[config.mk]
export PLATFORM = sky130hd
export DESIGN_NAME = fetch_unit
export DESIGN_NICKNAME = d
export VERILOG_FILES = /design/src/rtl/fetch_pkg.sv /design/src/rtl/fetch_queue.sv /design/src/rtl/fetch_unit.sv
export SDC_FILE = /design/constraint.sdc
export NUM_CORES = 1
export LEC_CHECK = 0
export BUFFER_PORTS_ARGS = -buffer_cell sky130_fd_sc_hd__buf_4
export CAP_MARGIN = 20
export CORE_AREA = 2 2 127 129
export DETAILED_ROUTE_END_ITERATION = 6
export DIE_AREA = 0 0 129 131
export GPL_TIMING_DRIVEN = 0
export PLACE_DENSITY = 0.73
export SYNTH_ARGS = -nofsm -noshare
export SYNTH_HDL_FRONTEND = slang
export SYNTH_SLANG_ARGS = --single-unit
[constraint.sdc]
create_clock -name clk -period 2.68 [get_ports clk]
set_input_delay 0.536 -clock clk [delete_from_list [all_inputs] [get_ports clk]]
set_output_delay 0.536 -clock clk [all_outputs]
set_load 0.1 [all_outputs]
[src/rtl/fetch_pkg.sv]
// Shared types and constants for the CPU fetch front end.
//   ILEN/PC_W   : instruction and PC widths
//   PC_STEP     : byte increment between sequential instruction words
//   fetch_tag_t : in-flight read tag {valid, pc}
//   fetch_entry_t: instruction queue payload {ins, pc}
//   fetch_state_t: RUN/HALT
package fetch_pkg;

   localparam int unsigned ILEN    = 16;
   localparam int unsigned PC_W    = 16;
   localparam int unsigned PC_STEP = 2;
   localparam int unsigned ENTRY_W = ILEN + PC_W;

   typedef struct packed {
      logic            valid;
      logic [PC_W-1:0] pc;
   } fetch_tag_t;

   typedef struct packed {
      logic [ILEN-1:0] ins;
      logic [PC_W-1:0] pc;
   } fetch_entry_t;

   typedef enum logic {
      ST_RUN  = 1'b0,
      ST_HALT = 1'b1
   } fetch_state_t;

   // Saturating 32-bit add for event counters.
   function automatic logic [31:0] sat_add32(input logic [31:0] a, input logic [31:0] b);
      logic [32:0] sum;
      sum = {1'b0, a} + {1'b0, b};
      return sum[32] ? 32'hFFFF_FFFF : sum[31:0];
   endfunction

endpackage

[src/rtl/fetch_queue.sv]
// Synchronous FIFO holding fetched instructions for decode.
//   clk, rst   : clock, async active-high reset
//   flush      : empty the queue (wins over push/pop)
//   push       : write push_data at the tail
//   pop        : drop the head entry
//   push_data  : tail write data
//   head       : oldest entry (stable while empty)
//   count      : number of valid entries
module fetch_queue
   import fetch_pkg::*;
#(
   parameter int unsigned DEPTH = 4,
   parameter int unsigned WIDTH = ENTRY_W
) (
   input  logic                       clk,
   input  logic                       rst,
   input  logic                       flush,
   input  logic                       push,
   input  logic                       pop,
   input  logic [WIDTH-1:0]           push_data,
   output logic [WIDTH-1:0]           head,
   output logic [$clog2(DEPTH+1)-1:0] count
);

   localparam int unsigned CNT_W = $clog2(DEPTH + 1);
   localparam int unsigned PTR_W = (DEPTH > 1) ? $clog2(DEPTH) : 1;

   logic [WIDTH-1:0] mem [DEPTH];
   logic [PTR_W-1:0] rd_ptr;
   logic [PTR_W-1:0] wr_ptr;
   logic [CNT_W-1:0] cnt;
   logic             full;
   logic             do_push;
   logic             do_pop;

   // Pointer advance with wrap for non power-of-two depths.
   function automatic logic [PTR_W-1:0] ptr_next(input logic [PTR_W-1:0] p);
      return (p == PTR_W'(DEPTH - 1)) ? '0 : p + PTR_W'(1);
   endfunction

   assign full    = (cnt == CNT_W'(DEPTH));
   assign do_pop  = pop && (cnt != '0);
   assign do_push = push && (!full || do_pop);

   // Pointers and occupancy.
   always_ff @(posedge clk or posedge rst) begin
      if (rst) begin
         rd_ptr <= '0;
         wr_ptr <= '0;
         cnt    <= '0;
      end else if (flush) begin
         rd_ptr <= '0;
         wr_ptr <= '0;
         cnt    <= '0;
      end else begin
         if (do_push) wr_ptr <= ptr_next(wr_ptr);
         if (do_pop)  rd_ptr <= ptr_next(rd_ptr);
         case ({do_push, do_pop})
            2'b10:   cnt <= cnt + CNT_W'(1);
            2'b01:   cnt <= cnt - CNT_W'(1);
            default: cnt <= cnt;
         endcase
      end
   end

   // Storage array, no reset needed.
   always_ff @(posedge clk) begin
      if (do_push && !flush) mem[wr_ptr] <= push_data;
   end

   assign head  = mem[rd_ptr];
   assign count = cnt;

   // The credit scheme upstream must never overfill the queue.
   a_no_overflow : assert property (@(posedge clk) disable iff (rst)
      !(push && full && !pop && !flush));

endmodule

[src/rtl/fetch_unit.sv]
// Instruction fetch front end: PC, fixed-latency imem read pipe, instruction
// queue and valid/ready hand-off to decode, with redirect and halt.
// Optional macro FETCH_PERF_EN adds perf_issued/perf_squashed counters.
//   clk, rst        : clock, async active-high reset
//   redirect_valid  : restart at redirect_pc, squash queue and in-flight reads
//   redirect_pc     : new PC (bit 0 forced to 0)
//   halt_req        : enter HALT (sticky until reset)
//   imem_raddr      : word address pc[15:1]
//   imem_rdata      : read data, MEM_LATENCY cycles after its address
//   out_valid/out_ready/out_ins/out_pc : decode hand-off
//   halted          : unit is in HALT
//   perf_issued, perf_squashed (FETCH_PERF_EN only): saturating event counts
module fetch_unit
   import fetch_pkg::*;
#(
   parameter int unsigned MEM_LATENCY = 2,
   parameter int unsigned QUEUE_DEPTH = 4,
   parameter logic [15:0] PC_RESET    = 16'h0000
) (
   input  logic        clk,
   input  logic        rst,
   input  logic        redirect_valid,
   input  logic [15:0] redirect_pc,
   input  logic        halt_req,
   output logic [14:0] imem_raddr,
   input  logic [15:0] imem_rdata,
   output logic        out_valid,
   input  logic        out_ready,
   output logic [15:0] out_ins,
   output logic [15:0] out_pc,
   output logic        halted
`ifdef FETCH_PERF_EN
   ,
   output logic [31:0] perf_issued,
   output logic [31:0] perf_squashed
`endif
);

   localparam int unsigned CNT_W = $clog2(QUEUE_DEPTH + 1);

   if (MEM_LATENCY < 1 || QUEUE_DEPTH < MEM_LATENCY + 2) begin : g_bad_params
      $error("fetch_unit: need MEM_LATENCY >= 1 and QUEUE_DEPTH >= MEM_LATENCY+2");
   end

   fetch_state_t     state_q, state_d;
   logic [PC_W-1:0]  pc_q, pc_d;
   fetch_tag_t       pipe_q [MEM_LATENCY];
   fetch_tag_t       pipe_d [MEM_LATENCY];

   logic [CNT_W-1:0] q_count;
   logic [CNT_W-1:0] inflight_count;
   logic [CNT_W:0]   occupancy;
   logic             run;
   logic             credit_ok;
   logic             halt_now;
   logic             redir_now;
   logic             issue;
   logic             push;
   logic             pop;
   logic             flush;
   fetch_tag_t       ret_tag;
   fetch_entry_t     push_entry;
   fetch_entry_t     head_entry;
   logic             unused_redirect_lsb;

   assign unused_redirect_lsb = redirect_pc[0];

   // Count reads still travelling through the memory pipe.
   always_comb begin
      inflight_count = '0;
      for (int i = 0; i < int'(MEM_LATENCY); i++) begin
         inflight_count = inflight_count + CNT_W'(pipe_q[i].valid);
      end
   end

   // Credit covers queued plus in-flight words; a same-cycle pop frees nothing.
   assign occupancy = {1'b0, q_count} + {1'b0, inflight_count};
   assign credit_ok = occupancy < (CNT_W+1)'(QUEUE_DEPTH);

   assign run       = (state_q == ST_RUN);
   assign halt_now  = run && halt_req;
   assign redir_now = run && redirect_valid && !halt_req;
   assign flush     = halt_now || redir_now;
   assign issue     = run && !halt_req && !redirect_valid && credit_ok;
   assign ret_tag   = pipe_q[MEM_LATENCY-1];
   assign push      = run && !halt_req && !redirect_valid && ret_tag.valid;

   assign push_entry.ins = imem_rdata;
   assign push_entry.pc  = ret_tag.pc;

   assign out_valid = (q_count != '0) && run && !redirect_valid;
   assign pop       = out_valid && out_ready;

   // Next state, PC and read-tag pipe.
   always_comb begin
      state_d = state_q;
      pc_d    = pc_q;
      pipe_d  = pipe_q;

      if (halt_now) state_d = ST_HALT;

      if (redir_now)  pc_d = {redirect_pc[15:1], 1'b0};
      else if (issue) pc_d = pc_q + PC_W'(PC_STEP);

      pipe_d[0].valid = issue;
      pipe_d[0].pc    = pc_q;
      for (int i = 1; i < int'(MEM_LATENCY); i++) begin
         pipe_d[i] = pipe_q[i-1];
      end

      // Squashed reads keep flowing but their data is never captured.
      if (flush) begin
         for (int i = 0; i < int'(MEM_LATENCY); i++) begin
            pipe_d[i].valid = 1'b0;
         end
      end
   end

   // State, PC and tag pipe registers.
   always_ff @(posedge clk or posedge rst) begin
      if (rst) begin
         state_q <= ST_RUN;
         pc_q    <= PC_RESET;
         for (int i = 0; i < int'(MEM_LATENCY); i++) begin
            pipe_q[i] <= '0;
         end
      end else begin
         state_q <= state_d;
         pc_q    <= pc_d;
         for (int i = 0; i < int'(MEM_LATENCY); i++) begin
            pipe_q[i] <= pipe_d[i];
         end
      end
   end

   fetch_queue #(
      .DEPTH (QUEUE_DEPTH),
      .WIDTH (ENTRY_W)
   ) u_queue (
      .clk       (clk),
      .rst       (rst),
      .flush     (flush),
      .push      (push),
      .pop       (pop),
      .push_data (push_entry),
      .head      (head_entry),
      .count     (q_count)
   );

   assign imem_raddr = pc_q[15:1];
   assign out_ins    = head_entry.ins;
   assign out_pc     = head_entry.pc;
   assign halted     = (state_q == ST_HALT);

`ifdef FETCH_PERF_EN
   logic [31:0] squash_amt;

   assign squash_amt = 32'(q_count) + 32'(inflight_count);

   // Saturating issue and squash counters.
   always_ff @(posedge clk or posedge rst) begin
      if (rst) begin
         perf_issued   <= '0;
         perf_squashed <= '0;
      end else begin
         if (issue) perf_issued   <= sat_add32(perf_issued, 32'd1);
         if (flush) perf_squashed <= sat_add32(perf_squashed, squash_amt);
      end
   end
`endif

endmodule

# --- Yosys cells after proc, flatten, opt, wreduce, memory -nomap -nowiden ---
# Memory sizes are Yosys's and may differ from the RTL's.
# Index checks and enable logic that the tools add are counted.
# W data, S select, Z words.
classes:
  add_sub_neg: 7
  order_cmp: 1
  n_eq_ne: 5
  reduce_logical: 24
  bitwise_logic: 1
  n_mux: 14
ops:
  columns: ["cell", "n"]
  rows:
  - ["$mux W16", 2]
  - ["$add A16 B2 Y16 const B", 1]
  - ["$logic_and A1 B1 Y1", 13]
  - ["$mux W2", 6]
  - ["$eq A2 B2 Y1 const B", 3]
  - ["$pmux W3 S2", 1]
  - ["$reduce_bool A2 Y1", 3]
  - ["$reduce_bool A3 Y1", 2]
  - ["$add A2 B1 Y2 const B", 2]
  - ["$add A3 B2 Y4", 1]
  - ["$logic_not A1 Y1", 4]
  - ["$lt A4 B3 Y1 const B", 1]
  - ["$mux W1", 4]
  - ["$add A3 B1 Y3 const B", 1]
  - ["$eq A3 B3 Y1 const B", 1]
  - ["$mux W3", 1]
  - ["$sub A3 B1 Y3 const B", 1]
  - ["$add A1 B1 Y2", 1]
  - ["$eq A2 B1 Y1 const B", 1]
  - ["$logic_or A1 B1 Y1", 2]
  - ["$not A1 Y1", 1]
word_totals:
  ramBits: 128
  input_bits: 37
  ff_bits: 58
  n_memories: 1
  wordCells: 62
memory_table:
  columns: ["name", "depth", "width", "read_ports", "rd_ports_with_merged_regs", "wr", "line_no", "text"]
  rows:
  - ["u_queue.mem", 4, 32, 1, 0, 1, "fetch_queue.sv:28", "logic [WIDTH-1:0] mem [DEPTH];"]

# --- Logic depth before layout (Yosys ltp) ---
logic_depth:
  ltp_word: 10
  depth_mapped: 9
  depth_no_buf: 8

# --- Modules after synthesis ---
# From an unflattened synthesis, not the netlist that was laid out.
hier_totals:
  cells_unflattened: 394
  hier_area_um2: 7171.9
by_module_without_submodules:
  columns: ["mod", "seq_area_each_um2", "cells_each", "area_per_inst_um2", "n_inst"]
  rows:
  - ["fetch_queue", 4018.9, 230, 5227.5, 1]
  - ["fetch_unit", 1201.2, 164, 1944.4, 1]

# --- Worst setup path before layout ---
# No wires, ideal clock.
synth_timing:
  path_type: "register to output"
  from: "register state_q (netlist: halted)"
  to: "output out_valid"
  setup_slack_ns: -0.868
  arrival_time_ns: 3.012
  stages_incl_launch_ff: 2
  n_path_buf: 0
  required_time_ns: 2.144
  path_cell_list: "dfrtp_1 -> nor3_1"
synth_via:
  elab_chain_len: 3
synth_rtl:
  columns: ["element", "line_no", "text"]
  rows:
  - ["start, declared", "fetch_unit.sv:45", "fetch_state_t state_q, state_d;"]
  - ["start signal, assigned", "fetch_unit.sv:128", "state_q <= state_d;"]
  - ["$not A1 Y1", "fetch_unit.sv:80", "assign run = (state_q == ST_RUN);"]
  - ["$logic_and A1 B1 Y1 (2 in series)", "fetch_unit.sv:91", "assign out_valid = (q_count != '0) && run && !redirect_valid;"]
  - ["end, declared", "fetch_unit.sv:27", "output logic out_valid,"]
# Every way passes these cells.

# --- Worst setup path in the final report ---
layout_timing:
  from: "register state_q (netlist: halted)"
  to: "register u_queue.cnt[2] (netlist: u_queue.count[2])"
layout_via:
  elab_chain_len: 10
  elab_cells_between_ends: 19
  classes_between: "eq/ne: 2; mux: 2; bitwise: 1; reduce/logical: 14"
layout_rtl:
  columns: ["element", "line_no", "text"]
  rows:
  - ["$not A1 Y1 *", "fetch_unit.sv:80", null]
  - ["$logic_and A1 B1 Y1 (2 in series)", "fetch_unit.sv:91", null]
  - ["$logic_and A1 B1 Y1", "fetch_unit.sv:92", "assign pop = out_valid && out_ready;"]
  - ["$logic_and A1 B1 Y1", "fetch_queue.sv:42", "assign do_pop = pop && (cnt != '0);"]
  - ["$logic_or A1 B1 Y1", "fetch_queue.sv:43", "assign do_push = push && (!full || do_pop);"]
  - ["$logic_and A1 B1 Y1", "fetch_queue.sv:43", null]
  - ["$eq A2 B1 Y1 / $eq A2 B2 Y1 (equally long branches)", "fetch_queue.sv:58", "case ({do_push, do_pop})"]
  - ["$pmux W3 S2", "fetch_queue.sv:58", null]
  - ["$mux W3", "fetch_queue.sv:51", "end else if (flush) begin"]
  - ["end signal, assigned", "fetch_queue.sv:59", "2'b10: cnt <= cnt + CNT_W'(1);"]
  - ["end signal, assigned", "fetch_queue.sv:60", "2'b01: cnt <= cnt - CNT_W'(1);"]
  - ["end signal, assigned", "fetch_queue.sv:61", "default: cnt <= cnt;"]
  - ["end, declared", "fetch_queue.sv:31", "logic [CNT_W-1:0] cnt;"]
# Mark *: on every way between the ends. The rest lies on a longest branch, timed or not.
# A chain may end at the register's enable or synchronous reset.

==> flow_summary.json <==
{
  "place_congestion": 0.753,
  "final_cell_area_um2": 8410,
  "min_period_over_period_pct": 95.5,
  "critPathMaxFanout": 9,
  "r2r_start": "halted",
  "num_vias": 3622,
  "avgRoutedWirePerCell_um": 17.9,
  "async_flop_share_pct": 30.7,
  "internal-power_w": 0.00454,
  "design.portCount": 86,
  "nFillCells": 1231,
  "maxSlewViolCount": 0,
  "syn-cell-area_um2": 6870,
  "std_cell_rows": 46,
  "dp_slack_ps": -210,
  "yosysMostFrequentCell": "edfxtp_1",
  "worstSetupEndpointType": "flop",
  "hpwl_um": 8000,
  "path_delay_family": "simple AND/OR/NAND/NOR gates",
  "synth_area_per_cell_um2": 18.2,
  "synth.area.top_cells": "edfxtp_1, dfrtp_1, mux4_2, buf_4, ha_1",
  "die-area_um2": 16900,
  "synthFlopType": "edfxtp_1",
  "leakagePower_nw": 3.07,
  "die_h_um": 131,
  "track_usage_pct": 15.9,
  "dpl_cell_area_um2": 7790,
  "start_util_pct": 44.1,
  "die_w_um": 129,
  "core_um2": 15600,
  "htree_levels": 4,
  "area_delta_synth_final_pct": 22.4,
  "via_per_inst": 5.12,
  "synthCells": 377,
  "drc": 0,
  "synth_seq_cells": 179,
  "final-seq-area_um2": 5100,
  "cts_buffers": 17,
  "fin_skew_ps": 7.32,
  "yosysTopAreaCell": "edfxtp_1",
  "grt_pass1_wl_um": 19800,
  "finalSetupViolations": 0,
  "grt-ovfl-total": 0,
  "antennaDiodeCount": 0,
  "power_w": 0.00597,
  "cts_sinks": 179,
  "syn_nets": 422,
  "ys_seq_area_share_pct": 74.2,
  "rsz0062_at_grt": "true",
  "p_clk_share_pct": 39.9,
  "grt_pass1_vias": 3725,
  "cp.required_ps": 2960,
  "finalCriticalPeriod_ps": 2560,
  "crit_chain": "or4b_2 > nand3_2 > inv_1 > fa_1 > inv_1 > nor2_1 > a221oi_1 > a211oi_1",
  "status": "complete, no violations",
  "port_buffers": 82,
  "power_density_nw_per_um2": 710,
  "p_seq_share_pct": 52.8,
  "antenna_found_initial": 0,
  "comb_power_share_pct": 7.3,
  "synth_cell_types": 49,
  "layout.nets": 524,
  "crit_buf_inv": 2,
  "finalHoldViolCount": 0,
  "drt_wl_total_um": 12600,
  "p_sw_w": 0.00143,
  "synth-edff-count": 124,
  "critPathLaunchType": "flop",
  "max_stage_delay_ps": 780,
  "clockBufferDepth": 2,
  "drt_iter0_drc": 309,
  "yosys-top-cells-count": "edfxtp_1, dfrtp_1, mux4_2",
  "ys.warnings.count": 0,
  "critPathLaunch": "halted",
  "layout-drive-gt1-share_pct": 38.2,
  "arrival_ps": 2830,
  "multiInputGateArea_um2": 1590,
  "cts_tree": "yes",
  "crit_path_frequent_cell": "inv_1",
  "hp-class": "in -> async",
  "dr.pass1.iters": 4,
  "synth_top_area_share_pct": 54.2,
  "clkSlewWorstSetupHoldPaths_ps": 70,
  "crit_type": "reg -> reg",
  "layout_setup_ws_ps": 121,
  "cap_violations": 0,
  "drtAntennaViolNets": 0,
  "tightest_slew_ps": 681,
  "relSlewSlack_pct": 54.3,
  "fmax_mhz": 391,
  "cts_root_buffer": "clkbuf_16",
  "p_sw_share_pct": 23.9,
  "ir_worst_vdd_mv": 0.487,
  "insertion_delay_ps": 430,
  "slowest_stage": "or4b_2",
  "grt_max_degree": 38
}
==> kinds of logic (layout without fill, tap and decap cells) <==
kind of cell / Yosys count / after routing / synth area share (%)
DFF: 179 / 179 / 74.2
and+or+nand+nor: 68 / 69 / 5.17
AOI/OAI and AO/OA: 45 / 45 / 4.86
buffers and inverters: 40 / 154 / 3.31
muxes: 32 / 32 / 10.3
adders and majority gates: 8 / 8 / 1.57
xor gates and xnor gates: 4 / 4 / 0.510
other: 1 / 1 / 0.0546
==> metal layers <==
layer / track usage [%] / wire length (µm)
met1: 20.2 / 5360
met5: 0 / 0
met4: 5.75 / 132
met3: 4.40 / 612
met2: 26.5 / 6540
==> path summary, 6_finish.rpt <==
path | depth (start not counted) | to | slack [ps]
max in group asynchronous | 3 | pipe_d[7] | 2020
hold / removal | 2 | pipe_d[1] | 120
min in group clk | 3 | pc_q[4] | 310
setup / recovery | 8 | u_queue.count[2] | 120
hold reg to reg | 0 | pipe_q[8] | 350
setup reg to reg | 8 | u_queue.count[2] | 120
==> flip-flops by register name, summed over array words and instances (netlist names) <==
signal	cells
pc_q	15
pipe_q	17
u_queue.mem	124
u_queue.count	3
u_queue.wr_ptr	2
u_queue.rd_ptr	2
halted	1
pipe_d	15
==> cells in the final DEF, fill, tap and decap left out, types with 3 or more instances in the layout <==
master	count
clkbuf_16	19
mux4_2	31
inv_1	10
inv_6	3
nand2_1	16
nand3_1	7
dfrtp_1	53
nor2_1	15
nand4_1	4
a211oi_1	11
a21oi_1	4
clkinv_4	3
buf_4	101
ha_1	7
o21ai_0	9
a311oi_1	3
or3_1	3
clkbuf_1	5
edfxtp_1	124
and2_4	4
xnor2_1	4
nor3_1	4
==> power groups by stage <==
stage	Combinational [W]	Clock [W]	Sequential (W)
4_1_cts	0.000440	0.00243	0.00315
2_1_floorplan	0.000327	0	0.00318
6_report	0.000436	0.00238	0.00315
3_5_place_dp	0.000438	0	0.00321
5_1_grt	0.000460	0.00256	0.00316
3_3_place_gp	0.000427	0	0.00320
==> through the flow <==
step / hold WS (ps) / setup TNS (ps) / utilization [%] / instances
after floorplan: 331 / 0 / - / 377
after global placement: 334 / -20840 / 49.8 / 675
after detailed placement: 335 / -26170 / 50.0 / 676
after CTS: 120 / 0 / 53.8 / 708
after global routing: 145 / -11.0 / 53.9 / 708
final: 120 / 0 / 53.9 / 708
==> layout make-up <==
type / count / share of cell area, %
multi-input combinational: 159 / 18.9
tap: 216 / 3.21
buffer: 28 / 2.32
inverter: 11 / 0.491
clock inverter: 11 / 1.04
sequential: 179 / 60.7
timing repair buffer: 83 / 7.56
clock buffer: 21 / 5.86
==> what timing repair did <==
item,4_1_cts,5_1_grt
resized for setup,12,2
setup endpoints to repair,152,94
buffers inserted,0,0
hold buffers,0,0
pin swaps,1,1
cloned,1,0
Power figures use the tool's default switching activity.
